==> src/rtl/seven_segment_scanner_if.sv <==
// Load handshake between the readout data path and the seven-segment scanner.
// The upstream stage holds loadValue/loadDp while loadValid is high and loadReady is low.
interface seven_segment_scanner_if;
   logic        loadValid;
   logic        loadReady;
   logic [15:0] loadValue;
   logic [3:0]  loadDp;

   modport master (
      output loadValid,
      output loadValue,
      output loadDp,
      input  loadReady
   );

   modport slave (
      input  loadValid,
      input  loadValue,
      input  loadDp,
      output loadReady
   );
endinterface

==> src/rtl/seven_segment_scanner.sv <==
// Scans a 16-bit hex value onto a 4-digit common-anode display, one digit per REFRESH_COUNT
// cycles. New values wait in a one-deep pending register and are applied only at frame ends.
module seven_segment_scanner #(
   parameter int unsigned REFRESH_COUNT = 100000,
   parameter int unsigned COUNTER_WIDTH = 17
) (
   input  logic                          cmosClock,
   input  logic                          reset,
   seven_segment_scanner_if.slave        loadBus,
   input  logic                          leadingZeroBlank,
   output logic [3:0]                    sevenSegmentEnable,
   output logic [7:0]                    sevenSegmentData
);

   localparam logic [COUNTER_WIDTH-1:0] LastCount = COUNTER_WIDTH'(REFRESH_COUNT - 1);

   logic [COUNTER_WIDTH-1:0] prescaler;
   logic [1:0]               digitIndex;
   logic [15:0]              shownValue;
   logic [3:0]               shownDp;
   logic [15:0]              pendingValue;
   logic [3:0]               pendingDp;
   logic                     pendingFull;

   logic       tick;
   logic       frameEnd;
   logic       accept;
   logic [3:0] nibble;
   logic       blank;
   logic [3:0] enableNext;
   logic [7:0] dataNext;

   // Active-low segment pattern {g,f,e,d,c,b,a} for one hex digit.
   function automatic logic [6:0] hexSegments(input logic [3:0] value);
      logic [6:0] seg;
      unique case (value)
         4'h0: seg = 7'h40;
         4'h1: seg = 7'h79;
         4'h2: seg = 7'h24;
         4'h3: seg = 7'h30;
         4'h4: seg = 7'h19;
         4'h5: seg = 7'h12;
         4'h6: seg = 7'h02;
         4'h7: seg = 7'h78;
         4'h8: seg = 7'h00;
         4'h9: seg = 7'h10;
         4'hA: seg = 7'h08;
         4'hB: seg = 7'h03;
         4'hC: seg = 7'h46;
         4'hD: seg = 7'h21;
         4'hE: seg = 7'h06;
         4'hF: seg = 7'h0E;
      endcase
      return seg;
   endfunction

   assign loadBus.loadReady = !pendingFull;

   always_comb begin
      tick       = (prescaler == LastCount);
      frameEnd   = tick && (digitIndex == 2'd3);
      accept     = loadBus.loadValid && !pendingFull;
      nibble     = shownValue[{digitIndex, 2'b00} +: 4];
      blank      = 1'b0;
      // A digit is a leading zero only if it and every more-significant nibble are zero.
      unique case (digitIndex)
         2'd3: blank = (shownValue[15:12] == 4'h0);
         2'd2: blank = (shownValue[15:8] == 8'h00);
         2'd1: blank = (shownValue[15:4] == 12'h000);
         2'd0: blank = 1'b0;
      endcase
      blank      = blank && leadingZeroBlank;
      enableNext = ~(4'b0001 << digitIndex);
      dataNext   = {!shownDp[digitIndex], blank ? 7'h7F : hexSegments(nibble)};
   end

   always_ff @(posedge cmosClock) begin
      if (reset) begin
         prescaler          <= '0;
         digitIndex         <= 2'd0;
         shownValue         <= 16'h0000;
         shownDp            <= 4'h0;
         pendingValue       <= 16'h0000;
         pendingDp          <= 4'h0;
         pendingFull        <= 1'b0;
         sevenSegmentEnable <= 4'b1111;
         sevenSegmentData   <= 8'hFF;
      end else begin
         prescaler <= tick ? '0 : prescaler + COUNTER_WIDTH'(1);
         if (tick) begin
            digitIndex <= digitIndex + 2'd1;
         end
         // accept needs an empty pending slot, so it never collides with the transfer.
         if (accept) begin
            pendingValue <= loadBus.loadValue;
            pendingDp    <= loadBus.loadDp;
            pendingFull  <= 1'b1;
         end else if (frameEnd && pendingFull) begin
            shownValue  <= pendingValue;
            shownDp     <= pendingDp;
            pendingFull <= 1'b0;
         end
         sevenSegmentEnable <= enableNext;
         sevenSegmentData   <= dataNext;
      end
   end

endmodule

==> src/flat_wrapper.sv <==
// flat-port wrapper written by rule: the top's interface ports become plain ports
module seven_segment_scanner_flat 
#(
   parameter int unsigned REFRESH_COUNT = 100000,
   parameter int unsigned COUNTER_WIDTH = 17
)
  (cmosClock, reset, leadingZeroBlank, sevenSegmentEnable, sevenSegmentData, loadBus_loadValid, loadBus_loadValue, loadBus_loadDp, loadBus_loadReady);
  seven_segment_scanner_if loadBus_i ();
  input  logic cmosClock;
  input  logic reset;
  input  logic leadingZeroBlank;
  output logic [3:0] sevenSegmentEnable;
  output logic [7:0] sevenSegmentData;
  input wire logic [$bits(loadBus_i.loadValid)-1:0] loadBus_loadValid;
  input wire logic [$bits(loadBus_i.loadValue)-1:0] loadBus_loadValue;
  input wire logic [$bits(loadBus_i.loadDp)-1:0] loadBus_loadDp;
  output wire logic [$bits(loadBus_i.loadReady)-1:0] loadBus_loadReady;
  assign loadBus_i.loadValid = loadBus_loadValid;
  assign loadBus_i.loadValue = loadBus_loadValue;
  assign loadBus_i.loadDp = loadBus_loadDp;
  assign loadBus_loadReady = loadBus_i.loadReady;
  seven_segment_scanner #(.REFRESH_COUNT(REFRESH_COUNT), .COUNTER_WIDTH(COUNTER_WIDTH)) u_core (.cmosClock(cmosClock), .reset(reset), .loadBus(loadBus_i), .leadingZeroBlank(leadingZeroBlank), .sevenSegmentEnable(sevenSegmentEnable), .sevenSegmentData(sevenSegmentData));
endmodule
==> config.mk <==
export PLATFORM = sky130hd
export DESIGN_NAME = seven_segment_scanner_flat
export DESIGN_NICKNAME = d
export VERILOG_FILES = /design/src/rtl/seven_segment_scanner_if.sv /design/src/rtl/seven_segment_scanner.sv /design/src/flat_wrapper.sv
export SDC_FILE = /design/constraint.sdc
export NUM_CORES = 1
export LEC_CHECK = 0
export ABC_AREA = 1
export BUFFER_PORTS_ARGS = -buffer_cell sky130_fd_sc_hd__buf_2
export CAP_MARGIN = 20
export CORE_ASPECT_RATIO = 0.7
export CORE_UTILIZATION = 59
export CTS_BUF_LIST = sky130_fd_sc_hd__clkbuf_4 sky130_fd_sc_hd__clkbuf_8
export CTS_CLUSTER_SIZE = 10
export DETAILED_ROUTE_END_ITERATION = 10
export HOLD_SLACK_MARGIN = 0.1
export PLACE_DENSITY = 0.86
export SLEW_MARGIN = 5
export SYNTH_ARGS = -nofsm -noshare
export SYNTH_HDL_FRONTEND = slang
export SYNTH_SLANG_ARGS = --single-unit
==> constraint.sdc <==
create_clock -name cmosClock -period 2.3 [get_ports cmosClock]
set_clock_uncertainty 0.05 [all_clocks]
set_input_delay 0.46 -clock cmosClock [delete_from_list [all_inputs] [get_ports cmosClock]]
set_output_delay 0.46 -clock cmosClock [all_outputs]
set_load 0.01 [all_outputs]
==> results.yml, run 1 <==
pwr:
  ir_worst_vdd_uv: 478
  power.leakage_nw: 1.82
  p_per_area_nw_per_um2: 626
timing:
  worst_slack_ns: 0.340
  setup_viol: 0
  fin_tns_setup_ns: 0
  slew_violations: 0
  max_slew_margin: 0.594
  fin_crit_sh: 0.852
  tightest_slew_ns: 0.608
  rsz0062_at_grt: "false"
  max_freq_ghz: 0.510
  finalHoldViolCount: 0
  min_period_ns: 1.96
die:
  rows: 22
  fp.dieH_um: 64.7
  initial_core_util: 0.623
  coreArea_um2: 5310
  ios: 37
  die_w_um: 91.6
  die-area_um2: 5920
clock_network:
  clock_sinks: 72
  path_clk_slew_ns: 0.08
  post-cts-setup-buffers: 0
  hold_buffers: 0
  root_buffer: "clkbuf_8"
  numCtsBuffers: 9
  cts_htree_levels: 3
  cts_max_path_buffers: 2
  cts_tree: "built"
  cts_resized: 0
  clock_latency_ns: 0.36
synth:
  yosys-mux-area-fraction: 0
  ys_seq_area_frac: 0.435
  synth_edf_count: 0
  synth_top_family_by_area: "simple AND/OR/NAND/NOR gates"
  netlist_area_um2: 3310
  ys_types: 25
  synth-simple-area-share: 0.357
  netlist.area_leader.share: 0.435
  synth-seq-cells: 72
  synth_xor_xnor_area_share: 0.0159
  synthArstFlopShare: 0
  synthTopCellsByArea: "dfxtp_1 44%, nand2_1 14%, nor2_1 12%, inv_1 5.3%, ha_1 4.5%"
  syn-num-nets: 518
  synth_top_area_cell: "dfxtp_1"
  syn_area_per_cell_um2: 6.87
  synth-adder-area-share: 0.0453
  synthFlopType: "dfxtp_1"
  postSynthCellCount: 482
  synth_compound_area_frac: 0.0601
  yosysWarnings: 0
detailed_routing:
  drc_errors: 0
  wl_per_cell_um: 11.2
  drt-total-wl_um: 6670
  ant_nets: 0
  vias_per_cell: 5.01
  drtIter0Drc: 171
  vias: 2973
  drt-pass1-iter-count: 4
global_routing:
  grt_pass1_vias: 2762
  grt_use_total: 0.258
  grt_max_degree: 51
  grt_pass1_wl_um: 12000
  grt_overflow: 0
  antenna_found_initial: 0
finish:
  diodes: 0
  num-nets-final: 553
  final_cell_mix: "125 x nand2_1, 108 x nor2_1, 72 x dfxtp_1"
  fin_util: 0.699
  drive_above_1_share: 0.146
  layout_commonest_cell: "nand2_1"
  syn2layout_area_growth_pct: 12.2
place:
  globalplace.congestion: 0.940
  place_ws_ns: 0.372
  dp_hpwl_um: 4700
  port_buffers: 36
worst_setup_path:
  critPathArrivalTime_ns: 2.20
  crit_type: "flop to flop"
  path_max_fanout: 13
  endpoint_kind: "flop"
  required_ns: 2.54
  critPathLaunchType: "flop"
outcome:
  status: "finished clean"
flow_run:
  drv_cap: 0
min_path:
  hp-class: "primary input to flop"
power by group:
part           total (mW)  internal (mW)  switching (mW)
logic               0.115         0.0460          0.0690
clock network       0.908          0.399           0.509
registers            1.30           1.29          0.0184
cell usage after synthesis (6+ instances only):
master,number
o21ai_0,27
inv_1,47
ha_1,12
nand3_1,25
a21oi_1,11
nand2_1,125
nor3_1,7
clkbuf_1,8
inv_2,6
dfxtp_1,72
nor2_1,108
final cells by class:
type                    count  area (µm²)
inverters                  53         199
multi-input cells         341        1580
fillers                   469        1600
clock buffers               9         124
clock inverters             7        55.1
well taps                  72        90.1
repair buffers             40         223
flip-flops and latches     72        1440
final timing paths:
path	from	to	slack, ns	depth (start not counted)
max	u_core.digitIndex[0]	u_core.sevenSegmentData[0]	0.34	12
min	loadBus_loadValue[15]	u_core.pendingValue[15]	0.27	3
max reg2reg	u_core.digitIndex[0]	u_core.sevenSegmentData[0]	0.34	12
min reg2reg	u_core.prescaler[0]	u_core.prescaler[0]	0.41	1
metrics by stage:
| stage | instance area (µm²) | hold slack, ns | power, mW | instances |
|---|---|---|---|---|
| after floorplan | 3310 | 0.368 | 1.40 | 482 |
| after global placement | 3540 | 0.388 | 1.44 | 578 |
| after detailed placement | 3540 | 0.397 | 1.45 | 578 |
| after CTS | 3720 | 0.257 | 2.34 | 594 |
| after global routing | 3720 | 0.252 | 2.43 | 594 |
| final | 3720 | 0.266 | 2.33 | 594 |
state kept, by name (all words and copies together), names as in the netlist:
register / flops
u_core.sevenSegmentEnable: 4
u_core.sevenSegmentData: 8
u_core.digitIndex: 2
u_core.pendingValue: 16
u_core.shownDp: 4
u_core.shownValue: 16
u_core.pendingDp: 4
u_core.pendingFull: 1
u_core.prescaler: 17
logic make-up (layout without fill, tap and decap cells):
kind of cell | Yosys count | in the layout
flops | 72 | 72
xor+xnor | 6 | 6
simple gates | 284 | 284
buf+inv | 69 | 109
fa+ha+maj | 12 | 12
compound gates | 39 | 39
routing by layer:
metal	share of wire	global-route usage
met5	0	0
met3	0.052	0.0810
met4	0.010	0.0873
met2	0.45	0.428
met1	0.49	0.320
worst max-delay path: stages, from the launching register on:
cell and delay [ns]:
dfxtp_1 0.49, buf_4 0.24, nand2_1 0.08, nand3_1 0.08, nand2_1 0.18, inv_1 0.15
ha_1 0.25, nand3_1 0.12, nand2_1 0.08, nand2_1 0.04, nand2_1 0.06, inv_1 0.03
nand2_1 0.04
Power figures use the tool's default switching activity.
==> run 2, diff against run 1 <==
==> constraint.sdc (replaced) <==
create_clock -name cmosClock -period 2.4 [get_ports cmosClock]
set_clock_uncertainty 0.05 [all_clocks]
set_input_delay 0.48 -clock cmosClock [delete_from_list [all_inputs] [get_ports cmosClock]]
set_output_delay 0.48 -clock cmosClock [all_outputs]
set_load 0.01 [all_outputs]
==> run 2 against run 1 <==
  * Global-route usage is 0.35 points lower
  * Core utilization is 1.3 points higher
  * Cell area is 1.9% higher
  * Worst setup slack better by 0.067 ns
  * Clock power is 31% higher
  * Count of clock-buffer cells in the layout is 1 higher
  * Combinational power is 5% lower
  * Cell count is 0.17% higher
  * Routed wire length is 0.69% higher
  * Via count stayed put
  * Critical path type unchanged
  * Largest power group unchanged
  * Highest routed layer unchanged
==> results.yml, run 2 (synthesis results as in run 1) <==
timing:
  fin_crit_sh: 0.830
  max_slew_margin: 0.562
  min_period_ns: 1.99
  slew_violations: 0
  rsz0062_at_grt: "false"
  fin_tns_setup_ns: 0
  tightest_slew_ns: 0.657
  hold_ws_ns: 0.291
  max_freq_ghz: 0.502
  setup_viol: 0
  finalHoldViolCount: 0
global_routing:
  top_usage_layer: "met2"
  grt_overflow: 0
  grt_pass1_wl_um: 11800
  grt_max_degree: 42
  grt.met2_usage: 0.409
  use_met3: 0.0716
  grt_pass1_vias: 2701
  grt_use_total: 0.255
  antenna_found_initial: 0
  use_met1: 0.330
pwr:
  seq_power_share: 0.490
  power.total_mw: 2.55
  p_int_mw: 2.00
  clkPwrFrac: 0.467
  p_per_area_nw_per_um2: 674
  p_comb_frac: 0.043
  p_sw_frac: 0.216
  power.leakage_nw: 1.86
  p_sw_mw: 0.552
  ir_worst_vdd_uv: 426
worst_setup_path:
  path_max_fanout: 10
  ff2ff_path_depth: 11
  endpoint_kind: "flop"
  slowest_delay_ns: 0.57
  critPathArrivalTime_ns: 2.24
  worst-path-buf-inv: 3
  cp_common_cell: "nand2_1"
  critPathLaunch: "u_core.digitIndex[1]"
  crit-reg2reg-launch: "u_core.digitIndex[1]"
  path_delay_family: "simple AND/OR/NAND/NOR gates"
  crit_type: "flop to flop"
  critPathLaunchType: "flop"
  required_ns: 2.65
  slowest_stage: "dfxtp_1"
  critical_path_cell_count: 11
  path_cells: "inv_2 > nand3_1 > nand2_1 > inv_1 > ha_1 > nand3_1 > nand2_1 > nand2_1 > nand2_1 > inv_1 > nand2_1"
clock_network:
  cts_htree_levels: 3
  post-cts-setup-buffers: 0
  clock_latency_ns: 0.35
  cts_tree: "built"
  numCtsBuffers: 9
  cts_max_path_buffers: 2
  path_clk_slew_ns: 0.08
  clock_sinks: 72
  hold_buffers: 0
  cts_resized: 0
  root_buffer: "clkbuf_8"
detailed_routing:
  drt-total-wl_um: 6710
  vias: 2973
  wl_per_cell_um: 11.3
  vias_per_cell: 5.00
  drtIter0Drc: 203
  drt-pass1-iter-count: 5
  ant_nets: 0
  drc_errors: 0
finish:
  drive_above_1_share: 0.147
  layout_commonest_cell: "nand2_1"
  ff_latch_area_um2: 1440
  syn2layout_area_growth_pct: 14.3
  num-nets-final: 554
  diodes: 0
  final_cell_mix: "125 x nand2_1, 108 x nor2_1, 72 x dfxtp_1"
  regMostFlops: "u_core.prescaler"
  fin_util: 0.712
  largest_reg_flops: 17
  n_fill_cell: 467
  largestRegisters: "u_core.prescaler (17), u_core.pendingValue (16), u_core.shownValue (16)"
  multi_input_area_um2: 1580
place:
  dp_hpwl_um: 4530
  globalplace.congestion: 0.849
  port_buffers: 36
die:
  fp.dieH_um: 64.7
  die_w_um: 91.6
  rows: 22
  die-area_um2: 5920
  ios: 37
  initial_core_util: 0.623
  coreArea_um2: 5310
min_path:
  whs_path_depth: 3
  hold_path_startpoint: "loadBus_loadValue[8]"
  hp-class: "primary input to flop"
flow_run:
  drv_cap: 0
outcome:
  status: "finished clean"
==> run 2: changes by cell type in the layout (fill, tap and decap cells not counted) <==
cell / change
inv_6: -1
clkbuf_8: +1
bufinv_16: +3
buf_4: +2
clkinvlp_4: -1
buf_12: -1
clkinv_2: -1
clkinv_4: -1
==> run 2: final timing paths <==
kind,endpoint,slack (ns)
worst min register to register,u_core.prescaler[0],0.40
worst max-delay path,u_core.sevenSegmentData[0],0.41
worst max register to register,u_core.sevenSegmentData[0],0.41
worst min-delay path,u_core.pendingValue[8],0.29
==> run 2: layer usage <==
| layer | routed length [µm] | up-vias |
|---|---|---|
| li1 | - | 1561 |
| met1 | 3380 | 1316 |
| met2 | 2910 | 86 |
| met3 | 331 | 10 |
| met4 | 87 | 0 |
| met5 | 0 | - |
==> run 2: tightest hold or removal path: stages <==
cell and delay, ns:
buf_2 0.07, nor2_1 0.03, nor2_1 0.08
==> run 2: final cells by class <==
cell class | instances | share of cell area
Multi-Input combinational cell | 341 | 0.419
Sequential cell | 72 | 0.381
Timing Repair Buffer | 41 | 0.0575
Inverter | 53 | 0.0526
Clock buffer | 10 | 0.0364
Clock inverter | 6 | 0.0304
Tap cell | 72 | 0.0238
==> run 2: per-stage QoR <==
step | setup WS [ns] | instance area, µm² | instances
finish | 0.407 | 3780 | 595
global route | 0.185 | 3780 | 595
CTS | 0.132 | 3780 | 594
detailed placement | -0.148 | 3520 | 578
global placement | 0.0676 | 3520 | 578
floorplan | 0.671 | 3310 | 482
==> run 2: power groups by stage <==
stage	registers [mW]	logic, mW	clock network [mW]
floorplan	1.28	0.0644	0
global placement	1.28	0.103	0
detailed placement	1.28	0.108	0
CTS	1.25	0.109	1.21
global route	1.25	0.126	1.26
finish	1.25	0.109	1.19
==> run 3, diff against run 2 <==
--- a/config.mk
+++ b/config.mk
@@ -9,12 +9,12 @@
 export BUFFER_PORTS_ARGS = -buffer_cell sky130_fd_sc_hd__buf_2
 export CAP_MARGIN = 20
 export CORE_ASPECT_RATIO = 0.7
-export CORE_UTILIZATION = 59
+export CORE_UTILIZATION = 54
 export CTS_BUF_LIST = sky130_fd_sc_hd__clkbuf_4 sky130_fd_sc_hd__clkbuf_8
 export CTS_CLUSTER_SIZE = 10
 export DETAILED_ROUTE_END_ITERATION = 10
 export HOLD_SLACK_MARGIN = 0.1
-export PLACE_DENSITY = 0.86
+export PLACE_DENSITY = 0.83
 export SLEW_MARGIN = 5
 export SYNTH_ARGS = -nofsm -noshare
 export SYNTH_HDL_FRONTEND = slang
==> constraint.sdc (replaced) <==
create_clock -name cmosClock -period 1.7 [get_ports cmosClock]
set_clock_uncertainty 0.05 [all_clocks]
set_input_delay 0.34 -clock cmosClock [delete_from_list [all_inputs] [get_ports cmosClock]]
set_output_delay 0.34 -clock cmosClock [all_outputs]
set_load 0.01 [all_outputs]
==> run 3 against run 2 <==
  * Maximum frequency rose by 27%
  * Sequential power rose by 41%
  * Clock power rose by 13%
  * Sequential share of layout area fell by 0.44 points
  * Flip-flop and latch count did not move
  * First-iteration DRC count fell by 30%
  * Cell count rose by 1.7%
  * Largest cell class unchanged
  * Highest routed layer unchanged
==> results.yml, run 3 (synthesis results as in run 1) <==
outcome:
  status: "finished clean"
finish:
  n_fill_cell: 530
  regMostFlops: "u_core.prescaler"
  largestRegisters: "u_core.prescaler (17), u_core.pendingValue (16), u_core.shownValue (16)"
  final_cell_mix: "122 x nand2_1, 108 x nor2_1, 70 x dfxtp_1"
  final_cell_area_um2: 3840
  layout_commonest_cell: "nand2_1"
  num-nets-final: 561
  largest_reg_flops: 17
  drive_above_1_share: 0.175
  syn2layout_area_growth_pct: 16.0
  diodes: 0
place:
  place_area_um2: 3600
  globalplace.congestion: 0.948
  dp_hpwl_um: 4560
  port_buffers: 36
min_path:
  hp-class: "primary input to flop"
  whs_path_depth: 3
  hold_path_startpoint: "loadBus_loadDp[2]"
global_routing:
  grt_pass1_wl_um: 11200
  grt_max_degree: 45
  grt_pass1_vias: 2528
  grt_use_total: 0.229
  grt_overflow: 0
  antenna_found_initial: 0
timing:
  setup_viol: 0
  tightest_slew_ns: 0.600
  max_slew_margin: 0.599
  max_freq_ghz: 0.636
  fin_crit_sh: 0.924
  slew_violations: 0
  rsz0062_at_grt: "false"
  min_period_ns: 1.57
  finalHoldViolCount: 0
detailed_routing:
  vias_per_cell: 4.85
  vias: 2932
  drt-pass1-iter-count: 4
  drt-total-wl_um: 6700
  wl_per_cell_um: 11.1
  drtIter0Drc: 142
  drc_errors: 0
  ant_nets: 0
worst_setup_path:
  ff2ff_path_depth: 9
  required_ns: 1.90
  path_max_fanout: 9
  critPathLaunchType: "flop"
  endpoint_kind: "flop"
  crit-reg2reg-launch: "u_core.digitIndex[0]"
  crit_type: "flop to flop"
  critPathLaunch: "u_core.digitIndex[0]"
  critPathArrivalTime_ns: 1.77
flow_run:
  drv_cap: 0
clock_network:
  hold_buffers: 0
  root_buffer: "clkbuf_8"
  clock_latency_ns: 0.36
  cts_max_path_buffers: 2
  cts_htree_levels: 3
  numCtsBuffers: 9
  clock_sinks: 72
  cts_tree: "built"
  path_clk_slew_ns: 0.10
die:
  die-area_um2: 6460
  die_w_um: 95.6
  ios: 37
  coreArea_um2: 5810
  initial_core_util: 0.570
  rows: 23
  fp.dieH_um: 67.5
pwr:
  power.total_mw: 3.26
  p_per_area_nw_per_um2: 849
  ir_worst_vdd_uv: 592
  power.leakage_nw: 1.88
-- run 3: worst paths after layout --
kind	end	slack [ns]
worst max-delay path	u_core.sevenSegmentData[6]	0.13
worst min-delay path	u_core.pendingDp[2]	0.14
worst max register to register	u_core.sevenSegmentData[6]	0.13
worst min register to register	u_core.prescaler[0]	0.42
-- run 3: per-stage QoR --
stage | TNS [ns] | util | hold WS (ns) | setup WS, ns | instances
2_1_floorplan | 0 | - | 0.368 | 0.0185 | 482
3_3_place_gp | 0 | 0.619 | 0.380 | 0.106 | 586
3_5_place_dp | -0.00744 | 0.619 | 0.401 | -0.00744 | 586
4_1_cts | 0 | 0.652 | 0.134 | 0.0334 | 602
5_1_grt | 0 | 0.661 | 0.133 | 0.0119 | 605
6_report | 0 | 0.661 | 0.140 | 0.129 | 605
-- run 3: area by class of cell --
cell class,count,area [µm²],share of cell area
inverters,53,201,0.0524
repair buffers,48,295,0.0768
clock buffers,9,124,0.0322
clock inverters,7,68.8,0.0179
multi-input cells,341,1610,0.420
flip-flops and latches,72,1450,0.376
well taps,75,93.8,0.0244
-- run 3: report_power, final --
part | leakage (nW) | total [mW] | switching (mW) | internal, mW
Combinational | 1.19 | 0.158 | 0.0923 | 0.0653
Clock | 0.101 | 1.34 | 0.764 | 0.578
Sequential | 0.590 | 1.76 | 0.0250 | 1.74
-- run 3: per-layer routing --
metal	global-route usage	vias to the layer above	part of all wire
met5	0	-	0
met4	0.0709	0	0.014
met3	0.0822	10	0.047
met2	0.353	56	0.44
met1	0.300	1293	0.50
li1	-	1573	-
-- run 3: timing repair --
action,4_1_cts,5_1_grt
pin swaps,0,2
resized for setup,1,9
buffers inserted,0,3
cloned,0,0
endpoints found under the setup margin,3,7
-- run 3: critical path, cell delays in order (launching register included) --
cell and delay [ns]:
dfxtp_4 0.38, buf_4 0.17, ha_1 0.23, nand3_1 0.09, nand2_1 0.05, nand2_1 0.07
nand2_2 0.08, a21oi_2 0.13, buf_4 0.15, nand2_1 0.05
